**src/rtl/uart_tx_pkg.sv**
```systemverilog
// Shared types, constants and the CRC-16/CCITT-FALSE byte update for the block UART transmitter.
package uart_tx_pkg;

    localparam int PAR_NONE = 0;
    localparam int PAR_EVEN = 1;
    localparam int PAR_ODD  = 2;

    localparam logic [15:0] CRC16_POLY = 16'h1021;
    localparam logic [15:0] CRC16_INIT = 16'hFFFF;

    typedef enum logic {
        BYTE_IDLE,
        BYTE_SEND
    } byte_state_e;

    typedef enum logic [1:0] {
        BIT_START,
        BIT_DATA,
        BIT_PAR,
        BIT_STOP
    } bit_state_e;

    // Eight MSB-first shift/XOR steps unrolled into one combinational update.
    function automatic logic [15:0] crc16_ccitt_byte(input logic [15:0] crc, input logic [7:0] data_byte);
        logic [15:0] c;
        c = crc ^ {data_byte, 8'h00};
        for (int i = 0; i < 8; i++) begin
            c = c[15] ? ((c << 1) ^ CRC16_POLY) : (c << 1);
        end
        return c;
    endfunction

endpackage

```
**src/rtl/uart_block_tx_if.sv**
```systemverilog
// Block handshake plus serial-side status of the block UART transmitter.
interface uart_block_tx_if #(
    parameter int BLOCK_BYTES = 16
);
    logic [8*BLOCK_BYTES-1:0] blk_data;
    logic                     blk_valid;
    logic                     blk_ready;
    logic                     tx_out;
    logic                     busy;
    logic                     frame_done;

    modport master (
        output blk_data, blk_valid,
        input  blk_ready, tx_out, busy, frame_done
    );

    modport slave (
        input  blk_data, blk_valid,
        output blk_ready, tx_out, busy, frame_done
    );
endinterface

```
**src/rtl/uart_baud_tick.sv**
```systemverilog
// Bit-period clock enable: counts 0..BAUD_DIV-1 and pulses tick on the last count.
module uart_baud_tick #(
    parameter int BAUD_DIV = 434
) (
    input  logic clk,
    input  logic reset,
    input  logic restart,
    output logic tick
);
    localparam int CW = $clog2(BAUD_DIV);
    localparam logic [CW-1:0] CNT_LAST = CW'(BAUD_DIV - 1);

    if (BAUD_DIV < 2) begin : g_bad_div
        $error("uart_baud_tick: BAUD_DIV must be >= 2");
    end

    logic [CW-1:0] cnt_q;

    assign tick = (cnt_q == CNT_LAST);

    always_ff @(posedge clk) begin
        if (reset || restart || tick) begin
            cnt_q <= '0;
        end else begin
            cnt_q <= cnt_q + 1'b1;
        end
    end
endmodule

```
**src/rtl/uart_block_tx.sv**
```systemverilog
// Block transmitter: latches one payload, optionally appends CRC-16, and sends it as back-to-back UART frames.
module uart_block_tx
    import uart_tx_pkg::*;
#(
    parameter int BAUD_DIV    = 434,
    parameter int BLOCK_BYTES = 16,
    parameter int CRC_EN      = 1,
    parameter int PARITY      = 0,
    parameter int STOP_BITS   = 1
) (
    input  logic           clk,
    input  logic           reset,
    uart_block_tx_if.slave bus
);
    localparam int IW = $clog2(BLOCK_BYTES + 2);
    localparam logic [IW-1:0] LAST_IDX  = IW'(BLOCK_BYTES - 1 + 2 * CRC_EN);
    localparam logic [IW-1:0] PAY_END   = IW'(BLOCK_BYTES);
    localparam logic          STOP_LAST = 1'(STOP_BITS - 1);

    if (BAUD_DIV < 2 || BLOCK_BYTES < 1 || CRC_EN < 0 || CRC_EN > 1 ||
        PARITY < 0 || PARITY > 2 || STOP_BITS < 1 || STOP_BITS > 2) begin : g_bad_param
        $error("uart_block_tx: parameter out of range");
    end

    byte_state_e              state_q, state_d;
    bit_state_e               bit_q, bit_d;
    logic [IW-1:0]            idx_q, idx_d, next_idx;
    logic [15:0]              crc_q, crc_d;
    logic [7:0]               shift_q, shift_d, next_byte, load_byte;
    logic                     par_q, par_d;
    logic [2:0]               bit_cnt_q, bit_cnt_d;
    logic                     stop_q, stop_d;
    logic                     tx_q, tx_d;
    logic                     done_q, done_d;
    logic                     load;
    logic [8*BLOCK_BYTES-1:0] payload_q, pay_sh;
    logic                     accept, tick;

    assign bus.blk_ready  = (state_q == BYTE_IDLE) && !reset;
    assign bus.busy       = (state_q != BYTE_IDLE) && !reset;
    assign bus.tx_out     = tx_q;
    assign bus.frame_done = done_q;
    assign accept         = bus.blk_valid && bus.blk_ready;

    uart_baud_tick #(.BAUD_DIV(BAUD_DIV)) u_baud (
        .clk    (clk),
        .reset  (reset),
        .restart(accept),
        .tick   (tick)
    );

    always_comb begin
        state_d   = state_q;
        bit_d     = bit_q;
        idx_d     = idx_q;
        crc_d     = crc_q;
        shift_d   = shift_q;
        par_d     = par_q;
        bit_cnt_d = bit_cnt_q;
        stop_d    = stop_q;
        tx_d      = tx_q;
        done_d    = 1'b0;
        load      = 1'b0;
        next_idx  = idx_q + 1'b1;
        pay_sh    = payload_q << {next_idx, 3'b000};
        // Payload bytes come first; the two CRC bytes follow with the high byte leading.
        if (next_idx < PAY_END) begin
            next_byte = pay_sh[8*BLOCK_BYTES-1 -: 8];
        end else if (next_idx == PAY_END) begin
            next_byte = crc_q[15:8];
        end else begin
            next_byte = crc_q[7:0];
        end
        load_byte = next_byte;

        if (state_q == BYTE_IDLE) begin
            if (accept) begin
                state_d   = BYTE_SEND;
                idx_d     = '0;
                load      = 1'b1;
                load_byte = bus.blk_data[8*BLOCK_BYTES-1 -: 8];
                crc_d     = crc16_ccitt_byte(CRC16_INIT, bus.blk_data[8*BLOCK_BYTES-1 -: 8]);
            end
        end else if (tick) begin
            case (bit_q)
                BIT_START: begin
                    bit_d     = BIT_DATA;
                    bit_cnt_d = 3'd0;
                    tx_d      = shift_q[0];
                end
                BIT_DATA: begin
                    if (bit_cnt_q == 3'd7) begin
                        if (PARITY != PAR_NONE) begin
                            bit_d = BIT_PAR;
                            tx_d  = par_q;
                        end else begin
                            bit_d  = BIT_STOP;
                            stop_d = 1'b0;
                            tx_d   = 1'b1;
                        end
                    end else begin
                        bit_cnt_d = bit_cnt_q + 3'd1;
                        shift_d   = shift_q >> 1;
                        tx_d      = shift_q[1];
                    end
                end
                BIT_PAR: begin
                    bit_d  = BIT_STOP;
                    stop_d = 1'b0;
                    tx_d   = 1'b1;
                end
                default: begin
                    if (stop_q == STOP_LAST) begin
                        if (idx_q == LAST_IDX) begin
                            state_d = BYTE_IDLE;
                            done_d  = 1'b1;
                            tx_d    = 1'b1;
                        end else begin
                            idx_d = next_idx;
                            load  = 1'b1;
                            if (next_idx < PAY_END) begin
                                crc_d = crc16_ccitt_byte(crc_q, next_byte);
                            end
                        end
                    end else begin
                        stop_d = 1'b1;
                    end
                end
            endcase
        end

        // Loading a byte always begins its start bit on the next cycle.
        if (load) begin
            shift_d = load_byte;
            par_d   = (PARITY == PAR_ODD) ? ~^load_byte : ^load_byte;
            bit_d   = BIT_START;
            tx_d    = 1'b0;
        end
    end

    always_ff @(posedge clk) begin
        if (reset) begin
            state_q   <= BYTE_IDLE;
            bit_q     <= BIT_START;
            idx_q     <= '0;
            crc_q     <= CRC16_INIT;
            bit_cnt_q <= 3'd0;
            stop_q    <= 1'b0;
            tx_q      <= 1'b1;
            done_q    <= 1'b0;
        end else begin
            state_q   <= state_d;
            bit_q     <= bit_d;
            idx_q     <= idx_d;
            crc_q     <= crc_d;
            bit_cnt_q <= bit_cnt_d;
            stop_q    <= stop_d;
            tx_q      <= tx_d;
            done_q    <= done_d;
        end
    end

    always_ff @(posedge clk) begin
        shift_q <= shift_d;
        par_q   <= par_d;
        if (accept) begin
            payload_q <= bus.blk_data;
        end
    end
endmodule

```
**src/flat_wrapper.sv**
```systemverilog
// flat-port wrapper written by rule: the top's interface ports become plain ports
module uart_block_tx_flat import uart_tx_pkg::*;
#(
    parameter int BAUD_DIV    = 434,
    parameter int BLOCK_BYTES = 16,
    parameter int CRC_EN      = 1,
    parameter int PARITY      = 0,
    parameter int STOP_BITS   = 1
)
  (clk, reset, bus_blk_data, bus_blk_valid, bus_blk_ready, bus_tx_out, bus_busy, bus_frame_done);
  uart_block_tx_if #(.BLOCK_BYTES(BLOCK_BYTES)) bus_i ();
  input  logic clk;
  input  logic reset;
  input wire logic [$bits(bus_i.blk_data)-1:0] bus_blk_data;
  input wire logic [$bits(bus_i.blk_valid)-1:0] bus_blk_valid;
  output wire logic [$bits(bus_i.blk_ready)-1:0] bus_blk_ready;
  output wire logic [$bits(bus_i.tx_out)-1:0] bus_tx_out;
  output wire logic [$bits(bus_i.busy)-1:0] bus_busy;
  output wire logic [$bits(bus_i.frame_done)-1:0] bus_frame_done;
  assign bus_i.blk_data = bus_blk_data;
  assign bus_i.blk_valid = bus_blk_valid;
  assign bus_blk_ready = bus_i.blk_ready;
  assign bus_tx_out = bus_i.tx_out;
  assign bus_busy = bus_i.busy;
  assign bus_frame_done = bus_i.frame_done;
  uart_block_tx #(.BAUD_DIV(BAUD_DIV), .BLOCK_BYTES(BLOCK_BYTES), .CRC_EN(CRC_EN), .PARITY(PARITY), .STOP_BITS(STOP_BITS)) u_core (.clk(clk), .reset(reset), .bus(bus_i));
endmodule
```
**config.mk**
```make
export PLATFORM = sky130hd
export DESIGN_NAME = uart_block_tx_flat
export DESIGN_NICKNAME = d
export VERILOG_FILES = /design/src/rtl/uart_tx_pkg.sv /design/src/rtl/uart_block_tx_if.sv /design/src/rtl/uart_baud_tick.sv /design/src/rtl/uart_block_tx.sv /design/src/flat_wrapper.sv
export SDC_FILE = /design/constraint.sdc
export NUM_CORES = 1
export LEC_CHECK = 0
export ABC_AREA = 1
export CORE_AREA = 10 10 135 137
export DETAILED_ROUTE_END_ITERATION = 12
export DIE_AREA = 0 0 145 147
export GPL_ROUTABILITY_DRIVEN = 0
export PLACE_DENSITY = 0.88
export SLEW_MARGIN = 10
export SYNTH_ARGS = -nofsm -noshare
export SYNTH_HDL_FRONTEND = slang
export SYNTH_SLANG_ARGS = --single-unit
```
**constraint.sdc**
```tcl
create_clock -name clk -period 5.1 [get_ports clk]
set_input_delay 0.51 -clock clk [delete_from_list [all_inputs] [get_ports clk]]
set_output_delay 0.51 -clock clk [all_outputs]
set_load 0.05 [all_outputs]
```
==> results of run 1 <==
[cell families (layout without fill, tap and decap cells)]
family | Yosys count | in the layout
simple gates | 439 | 439
flops | 174 | 174
compound gates | 126 | 126
buf+inv | 112 | 249
fa+ha+maj | 11 | 11
xor+xnor | 11 | 11
[power by group]
group	internal, W	switching, W	total (W)
Clock	0.000723	0.000556	0.00128
Sequential	0.00160	0.0000412	0.00164
Combinational	0.000239	0.000373	0.000611
[flip-flops by register name (all words and copies together), names as in the netlist]
signal / cells
u_core.bit_cnt_q: 3
u_core.payload_q: 128
u_core.shift_q: 8
u_core.idx_q: 5
u_core.bus.frame_done: 1
u_core.bus.tx_out: 1
u_core.crc_q: 16
u_core.state_q: 1
u_core.u_baud.cnt_q: 9
u_core.bit_q: 2
[per-stage QoR]
step	total power, W	std cells	setup slack (ns)	utilization [%]
6_report	0.00353	1226	1.49	65.9
2_1_floorplan	0.00206	873	0.118	-
5_1_grt	0.00367	1226	1.24	65.9
3_3_place_gp	0.00225	1194	1.69	62.2
4_1_cts	0.00353	1226	1.55	65.9
3_5_place_dp	0.00227	1194	1.60	62.2
[path summary, 6_finish.rpt]
kind | endpoint | slack, ns | cells past startpoint
worst min register to register | u_core.bit_cnt_q[2] | 0.47 | 2
worst min-delay path | u_core.bit_cnt_q[2] | 0.47 | 2
worst max register to register | u_core.crc_q[8] | 1.49 | 16
worst max-delay path | u_core.crc_q[8] | 1.49 | 16
[layout by cell type (no fill, tap or decap), types with 9 or more instances in the layout]
cell type        synthesis  routed
nor2_1                 109     109
clkdlybuf4s50_1          0     134
dfxtp_1                 38      37
ha_1                    11      11
inv_1                   74      73
nand3_1                110     110
a21oi_1                 33      33
o211ai_1                 9       9
nand2_2                 18      18
edfxtp_1               136     136
nand2_1                177     177
o21ai_0                 58      58
clkbuf_16                0      17
[critical path, delay by kind of cell (launching register included)]
family / cells / cell delay [ns]
buffers and inverters: 2 / 0.97
DFF: 1 / 0.54
and+or+nand+nor: 14 / 1.97
[area by class of cell]
type                    instances  share of cell area [%]
repair buffers                139                    13.5
inverters                      78                    2.87
clock inverters                13                    1.34
clock buffers                  19                    4.21
multi-input cells             587                    28.3
well taps                     216                    2.63
flip-flops and latches        174                    47.1
[per-layer routing]
layer	GRT usage [%]	up-vias	part of all wire [%]
met2	34.8	334	52
met1	23.3	3190	38
met5	0	-	0
li1	-	3222	-
met4	6.95	0	2.3
met3	4.82	37	8.0
==> results.sh, run 1 <==
export IMPL_synth_simple_area_share_pct=23.4
export IMPL_ios=135
export IMPL_syn_cell_area_mm2=0.00823
export IMPL_yosys_area_top_type="edfxtp_1"
export IMPL_setup_viol=0
export IMPL_yosysMostFrequentCell="nand2_1"
export IMPL_synth_flop_cell="edfxtp_1"
export IMPL_synth_compound_area_share_pct=8.59
export IMPL_yosys_register_bits=174
export IMPL_cap_violations=0
export IMPL_drive_above_1_share_pct=7.43
export IMPL_muxShareOfSynthArea_pct=0
export IMPL_clk_pin_slew_ns=0.06
export IMPL_dieHeight_um=147
export IMPL_final_nets=1139
export IMPL_synth_edff_count=136
export IMPL_power_density_mw_per_mm2=344
export IMPL_antennaDiodeCount=0
export IMPL_cp_cell_sequence="buf_4, nand4_1, nand2_1, inv_1, nand3_1, nand3_1, nand2_2, nand2_1, nand2_1, nand2_2, nand2_2, nand2_1, nand3_1, nand2_1, nand2_1, nand2_1"
export IMPL_netlist_instances=873
export IMPL_rsz0062_at_grt="false"
export IMPL_synthAdderAreaFrac_pct=1.67
export IMPL_cpMostUsedCell="nand2_1"
export IMPL_dpl_hpwl_um=15000
export IMPL_report_final_slew_viol_count=0
export IMPL_clock_skew_ns=0.0110
export IMPL_run_status="complete, no violations"
export IMPL_cp_slowest_cell="buf_4"
export IMPL_die_x_um=145
export IMPL_cp_max_fo=58
export IMPL_seqCellArea_mm2=0.00485
export IMPL_critPathCaptureType="flop"
export IMPL_required_ns=5.42
export IMPL_fmax_mhz=277
export IMPL_dpl_cell_area_mm2=0.00971
export IMPL_synth_top_area_share_pct=49.6
export IMPL_critPathArrivalTime_ns=3.93
export IMPL_clockRootBuffer="clkbuf_16"
export IMPL_ys_top_cells_by_count="nand2_1, edfxtp_1, nand3_1"
export IMPL_min_from="u_core.bit_cnt_q[2]"
export IMPL_critPathLaunch="u_core.idx_q[0]"
export IMPL_grt_overflow_total=0
export IMPL_multi_input_area_mm2=0.00291
export IMPL_cts_sinks=174
export IMPL_cts_buffer_depth=2
export IMPL_async_reset_ff_share_pct=0
export IMPL_vias=6783
export IMPL_cts_max_level=4
export IMPL_hold_path_class="flop to flop"
export IMPL_reg2reg_from="u_core.idx_q[0]"
export IMPL_hold_buffers=0
export IMPL_worst_skew_pair_late_latency_ns=0.43
export IMPL_port_buffers=134
export IMPL_rows=46
export IMPL_fin_crit_sh_pct=70.8
export IMPL_cts_resized=0
export IMPL_wl_um=21600
export IMPL_tns_ns=0
export IMPL_post_cts_buffers=0
export IMPL_fillers=1174
export IMPL_antenna_left=0
export IMPL_cts_tree="yes"
export IMPL_fin_area_mm2=0.0103
export IMPL_period_needed_ns=3.61
export IMPL_yosys_top_cells_area="edfxtp_1, dfxtp_1, nand2_1"
export IMPL_start_kind="flop"
export IMPL_syn_avg_cell_area_um2=9.43
export IMPL_worst_pin_slew_ns=1.08
export IMPL_post_route_drc_count=0
export IMPL_holdWs_ns=0.470
export IMPL_grt_usage_pct=19.9
export IMPL_core_mm2=0.0156
export IMPL_routedWlPerCell_um=17.6
export IMPL_avgViaCountPerCell=5.53
export IMPL_drt_iter0_drc=895
export IMPL_synth_xor_area_share_pct=1.67
export IMPL_syn_nets=1015
export IMPL_die_area_mm2=0.0213
export IMPL_synth_warnings=0
export IMPL_hold_violations=0
export IMPL_synth_top_family_by_area="simple AND/OR/NAND/NOR gates"
export IMPL_grt_pass1_wl_um=34400
export IMPL_grt_max_degree=81
export IMPL_synthDistinctLibCells=44
export IMPL_p_leak_nw=4.07
export IMPL_start_util_pct=52.8
export IMPL_drt_pass1_iter_count=5
export IMPL_seq_area_frac_synth_pct=58.9
export IMPL_slowest_delay_ns=0.57
export IMPL_vdd_drop_max_uv=270
export IMPL_area_growth_syn_to_layout_pct=24.9
export IMPL_antenna_found_initial=0
export IMPL_grt_pass1_vias=6671
export IMPL_critPathKind="flop to flop"
export IMPL_slew_limit_headroom_pct=27.9
export IMPL_cts_buffers=17
Power figures use the tool's default switching activity.
==> inputs of run 2 (changes only) <==
clock period = 3.4 ns   (was 5.1 ns; I/O delays follow)
==> run 2 against run 1 <==
Compared with the run above:
- die area is the same
- maximum frequency grew 19%
- critical path depth shrank 3
- first-iteration DRC count shrank 41%
- worst hold slack lost 0.011 ns
- sequential power grew 50%
- worst setup slack lost 1.1 ns
- clock power grew 48%
- sequential share of layout area shrank 0.30 points
- largest cell class unchanged
- largest power group unchanged
==> results.sh, run 2 (synthesis results as in run 1) <==
export IMPL_worst_pin_slew_ns=0.987
export IMPL_grt_usage_pct=19.9
export IMPL_slowest_delay_ns=0.66
export IMPL_clk_pin_slew_ns=0.07
export IMPL_cts_max_level=4
export IMPL_worst_skew_pair_late_latency_ns=0.43
export IMPL_die_x_um=145
export IMPL_period_needed_ns=3.03
export IMPL_hold_buffers=0
export IMPL_p_leak_nw=4.11
export IMPL_start_kind="flop"
export IMPL_antennaDiodeCount=0
export IMPL_cts_resized=0
export IMPL_routedWlPerCell_um=17.3
export IMPL_cp_slowest_cell="xor2_2"
export IMPL_grt_max_degree=63
export IMPL_cp_cell_sequence="ha_1, nand3_2, xor2_2, buf_4, nand3_1, nand2_1, nand2_1, nand2_1, nand2_1, nand3_1, nand3_1, nand2_1, nand2_1"
export IMPL_cts_tree="yes"
export IMPL_ios=135
export IMPL_report_final_slew_viol_count=0
export IMPL_cpMostUsedCell="nand2_1"
export IMPL_path_buf_inv=1
export IMPL_final_cell_mix="nand2_1, edfxtp_1, clkdlybuf4s50_1"
export IMPL_reg2reg_slack_ns=0.37
export IMPL_die_area_mm2=0.0213
export IMPL_clockRootBuffer="clkbuf_16"
export IMPL_critPathKind="flop to flop"
export IMPL_holdWs_ns=0.459
export IMPL_cts_buffers=17
export IMPL_slew_limit_headroom_pct=34.1
export IMPL_port_buffers=134
export IMPL_cts_buffer_depth=2
export IMPL_post_cts_buffers=0
export IMPL_dieHeight_um=147
export IMPL_cp_max_fo=20
export IMPL_fin_area_mm2=0.0103
export IMPL_grt_overflow_total=0
export IMPL_cap_violations=0
export IMPL_fmax_mhz=330
export IMPL_top_regs="u_core.payload_q x128, u_core.crc_q x16, u_core.u_baud.cnt_q x9"
export IMPL_tns_ns=0
export IMPL_critPathArrivalTime_ns=3.35
export IMPL_dpl_hpwl_um=15100
export IMPL_drt_iter0_drc=526
export IMPL_crit_family="simple AND/OR/NAND/NOR gates"
export IMPL_drt_pass1_iter_count=5
export IMPL_post_route_drc_count=0
export IMPL_start_util_pct=52.8
export IMPL_core_mm2=0.0156
export IMPL_drive_above_1_share_pct=8.37
export IMPL_final_common_cell="nand2_1"
export IMPL_area_growth_syn_to_layout_pct=25.7
export IMPL_vias=6642
export IMPL_largest_reg_flops=128
export IMPL_critPathCaptureType="flop"
export IMPL_dpl_cell_area_mm2=0.00978
export IMPL_rows=46
export IMPL_grt_pass1_vias=6642
export IMPL_clock_skew_ns=0.0106
export IMPL_run_status="complete, no violations"
export IMPL_antenna_left=0
export IMPL_wl_um=21300
export IMPL_antenna_found_initial=0
export IMPL_setup_viol=0
export IMPL_hold_violations=0
export IMPL_fin_util_pct=66.3
export IMPL_power_density_mw_per_mm2=511
export IMPL_required_ns=3.72
export IMPL_top_register="u_core.payload_q"
export IMPL_avgViaCountPerCell=5.39
export IMPL_cts_sinks=174
export IMPL_grt_pass1_wl_um=34400
export IMPL_final_nets=1146
export IMPL_vdd_drop_max_uv=428
export IMPL_hold_path_class="input pin to flop"
export IMPL_fin_crit_sh_pct=89.1
export IMPL_rsz0062_at_grt="false"
==> run 2: cell types whose count changed in the layout (fill, tap and decap cells not counted), sizes merged <==
cell      change
clkbuf        -2
inv           -1
buf           +7
clkinvlp      -1
clkinv        +3
==> run 2: per-stage QoR <==
step,total power [W],std cells,worst slack (ns)
global placement,0.00339,1201,0.481
finish,0.00528,1232,0.370
detailed placement,0.00343,1201,0.460
CTS,0.00529,1232,0.430
floorplan,0.00309,873,0.126
global route,0.00551,1232,0.134
==> run 2: cell type report <==
type / instances / area [um2]
tap: 216 / 270
sequential: 174 / 4850
multi-input combinational: 587 / 2910
clock inverter: 14 / 140
timing repair buffer: 146 / 1460
fill: 1149 / 5250
clock buffer: 17 / 425
inverter: 78 / 297
==> run 2: path summary, 6_finish.rpt <==
kind / startpoint / to / cells past startpoint
worst min-delay path: bus_blk_data[107] / u_core.payload_q[107] / 1
worst max register to register: u_core.idx_q[0] / u_core.crc_q[7] / 13
worst max-delay path: u_core.idx_q[0] / u_core.crc_q[7] / 13
worst min register to register: u_core.u_baud.cnt_q[0] / u_core.u_baud.cnt_q[0] / 1
==> run 2: worst register-to-register path, delay by kind of cell (launching register included) <==
kind / cells / cell delay (ns)
buffers and inverters: 1 / 0.29
AND/OR/NAND/NOR: 10 / 1.03
XOR/XNOR: 1 / 0.66
flip-flops: 1 / 0.55
adder cells (fa/ha/maj): 1 / 0.41
==> run 2: power breakdown <==
group | switching, W | total (W) | internal (W)
sequential | 0.0000541 | 0.00246 | 0.00240
clock | 0.000810 | 0.00189 | 0.00108
combinational | 0.000567 | 0.000938 | 0.000370
total | 0.00143 | 0.00528 | 0.00385
==> run 2: metal layers <==
metal / vias up / global-route usage [%] / routed length [um]
met3: 50 / 4.98 / 1590
met2: 312 / 34.8 / 10800
met5: - / 0 / 0
li1: 3233 / - / -
met4: 0 / 8.22 / 606
met1: 3047 / 22.8 / 8280
==> inputs of run 3 (changes only) <==
MAX_ROUTING_LAYER = met4   (was unset)
==> run 3 against run 2 <==
Compared with the run above:
- total power grew 0.11%
- worst setup slack lost 0.056 ns
- clock-buffer cell count is the same
- clock skew shrank 0.0025 ns
- clock power is essentially flat
- critical path type unchanged
- largest power group unchanged
==> results.sh, run 3 (synthesis results as in run 1) <==
export IMPL_hold_buffers=0
export IMPL_power_internal_w=0.00385
export IMPL_routedWlPerCell_um=17.4
export IMPL_hold_path_class="input pin to flop"
export IMPL_antennaDiodeCount=0
export IMPL_rows=46
export IMPL_grt_max_degree=63
export IMPL_start_util_pct=52.8
export IMPL_area_growth_syn_to_layout_pct=25.7
export IMPL_grt_pass1_wl_um=34300
export IMPL_worst_skew_pair_late_latency_ns=0.43
export IMPL_p_leak_nw=4.11
export IMPL_path_buf_inv=1
export IMPL_report_final_slew_viol_count=0
export IMPL_swShare_pct=27.2
export IMPL_seqCellArea_mm2=0.00485
export IMPL_cp_slowest_cell="xor2_2"
export IMPL_slowest_delay_ns=0.66
export IMPL_cts_buffers=17
export IMPL_cts_resized=0
export IMPL_final_cell_mix="nand2_1, edfxtp_1, clkdlybuf4s50_1"
export IMPL_dpl_cell_count=1201
export IMPL_cp_max_fo=20
export IMPL_seq_power_share_pct=46.5
export IMPL_fmax_mhz=324
export IMPL_rsz0062_at_grt="false"
export IMPL_clockRootBuffer="clkbuf_16"
export IMPL_top_regs="u_core.payload_q x128, u_core.crc_q x16, u_core.u_baud.cnt_q x9"
export IMPL_clock_skew_ns=0.00812
export IMPL_die_x_um=145
export IMPL_cpMostUsedCell="nand2_1"
export IMPL_drt_pass1_iter_count=5
export IMPL_multi_input_area_mm2=0.00291
export IMPL_slew_limit_headroom_pct=33.7
export IMPL_holdWs_ns=0.463
export IMPL_cts_tree="yes"
export IMPL_final_common_cell="nand2_1"
export IMPL_cp_cell_sequence="ha_1, nand3_2, xor2_2, buf_4, nand3_1, nand2_1, nand2_1, nand2_1, nand2_1, nand3_1, nand3_1, nand2_1, nand2_1"
export IMPL_crit_family="simple AND/OR/NAND/NOR gates"
export IMPL_largest_reg_flops=128
export IMPL_clockPowerShare_pct=35.8
export IMPL_cts_buffer_depth=2
export IMPL_ios=135
export IMPL_power_density_mw_per_mm2=511
export IMPL_dieHeight_um=147
export IMPL_cap_violations=0
export IMPL_fillers=1149
export IMPL_vias=6664
export IMPL_period_needed_ns=3.09
export IMPL_grtUsageMet1_pct=23.2
export IMPL_grt_overflow_total=0
export IMPL_cts_sinks=174
export IMPL_antenna_found_initial=0
export IMPL_hold_violations=0
export IMPL_fin_crit_sh_pct=90.8
export IMPL_required_ns=3.72
export IMPL_setup_viol=0
export IMPL_combPwrFrac_pct=17.7
export IMPL_final_nets=1146
export IMPL_setup_ws_ns=0.314
export IMPL_p_switching_w=0.00144
export IMPL_grt_busiest_layer="met2"
export IMPL_die_area_mm2=0.0213
export IMPL_vdd_drop_max_uv=425
export IMPL_critPathKind="flop to flop"
export IMPL_drt_iter0_drc=563
export IMPL_grt_usage_pct=20.5
export IMPL_grtUsageMet3_pct=4.15
export IMPL_port_buffers=134
export IMPL_use_met2_pct=34.9
export IMPL_grt_pass1_vias=6672
export IMPL_cts_max_level=4
export IMPL_critPathCaptureType="flop"
export IMPL_core_mm2=0.0156
export IMPL_wl_um=21500
export IMPL_start_kind="flop"
export IMPL_final_cell_count_no_fill=1232
export IMPL_post_route_drc_count=0
export IMPL_top_register="u_core.payload_q"
export IMPL_dpl_hpwl_um=15100
export IMPL_clk_pin_slew_ns=0.07
export IMPL_dp_slack_ns=0.460
export IMPL_run_status="complete, no violations"
export IMPL_critPathArrivalTime_ns=3.40
export IMPL_post_cts_buffers=0
export IMPL_tns_ns=0
export IMPL_avgViaCountPerCell=5.41
export IMPL_drive_above_1_share_pct=8.37
export IMPL_fin_util_pct=66.3
export IMPL_antenna_left=0
export IMPL_worst_pin_slew_ns=0.989
-- run 3: per-layer routing --
metal	up-vias	wire (um)
li1	3224	-
met1	3069	8500
met2	318	10900
met3	53	1390
met4	0	713
met5	-	0
-- run 3: path summary, 6_finish.rpt --
check | slack [ns] | endpoint | cells after the start | from
worst max-delay path | 0.31 | u_core.crc_q[7] | 13 | u_core.idx_q[0]
worst min-delay path | 0.46 | u_core.payload_q[35] | 1 | bus_blk_data[35]
worst max register to register | 0.31 | u_core.crc_q[7] | 13 | u_core.idx_q[0]
worst min register to register | 0.47 | u_core.u_baud.cnt_q[0] | 1 | u_core.u_baud.cnt_q[0]
-- run 3: worst register-to-register path: stages, from the launching register on --
cell and delay, ns:
dfxtp_2 0.55, ha_1 0.41, nand3_2 0.18, xor2_2 0.66, buf_4 0.29, nand3_1 0.13, nand2_1 0.14, nand2_1 0.06
nand2_1 0.11, nand2_1 0.09, nand3_1 0.07, nand3_1 0.12, nand2_1 0.10, nand2_1 0.05
-- run 3: power groups by stage --
| stage | logic [W] | registers [W] | clock network, W |
|---|---|---|---|
| final | 0.000938 | 0.00246 | 0.00189 |
| after global routing | 0.00104 | 0.00247 | 0.00200 |
| after CTS | 0.000931 | 0.00246 | 0.00190 |
| after floorplan | 0.000597 | 0.00249 | 0 |
| after detailed placement | 0.000924 | 0.00250 | 0 |
| after global placement | 0.000891 | 0.00250 | 0 |
-- run 3: area by class of cell --
type,count,share of cell area [%]
sequential,174,46.8
multi-input combinational,587,28.1
timing repair buffer,146,14.1
clock inverter,14,1.35
clock buffer,17,4.11
tap,216,2.61
inverter,78,2.87
-- run 3: per-stage QoR --
stage	area (um2)	power, W
after floorplan	8240	0.00309
after global placement	9780	0.00339
after detailed placement	9780	0.00343
after CTS	10300	0.00529
after global routing	10300	0.00551
final	10300	0.00529
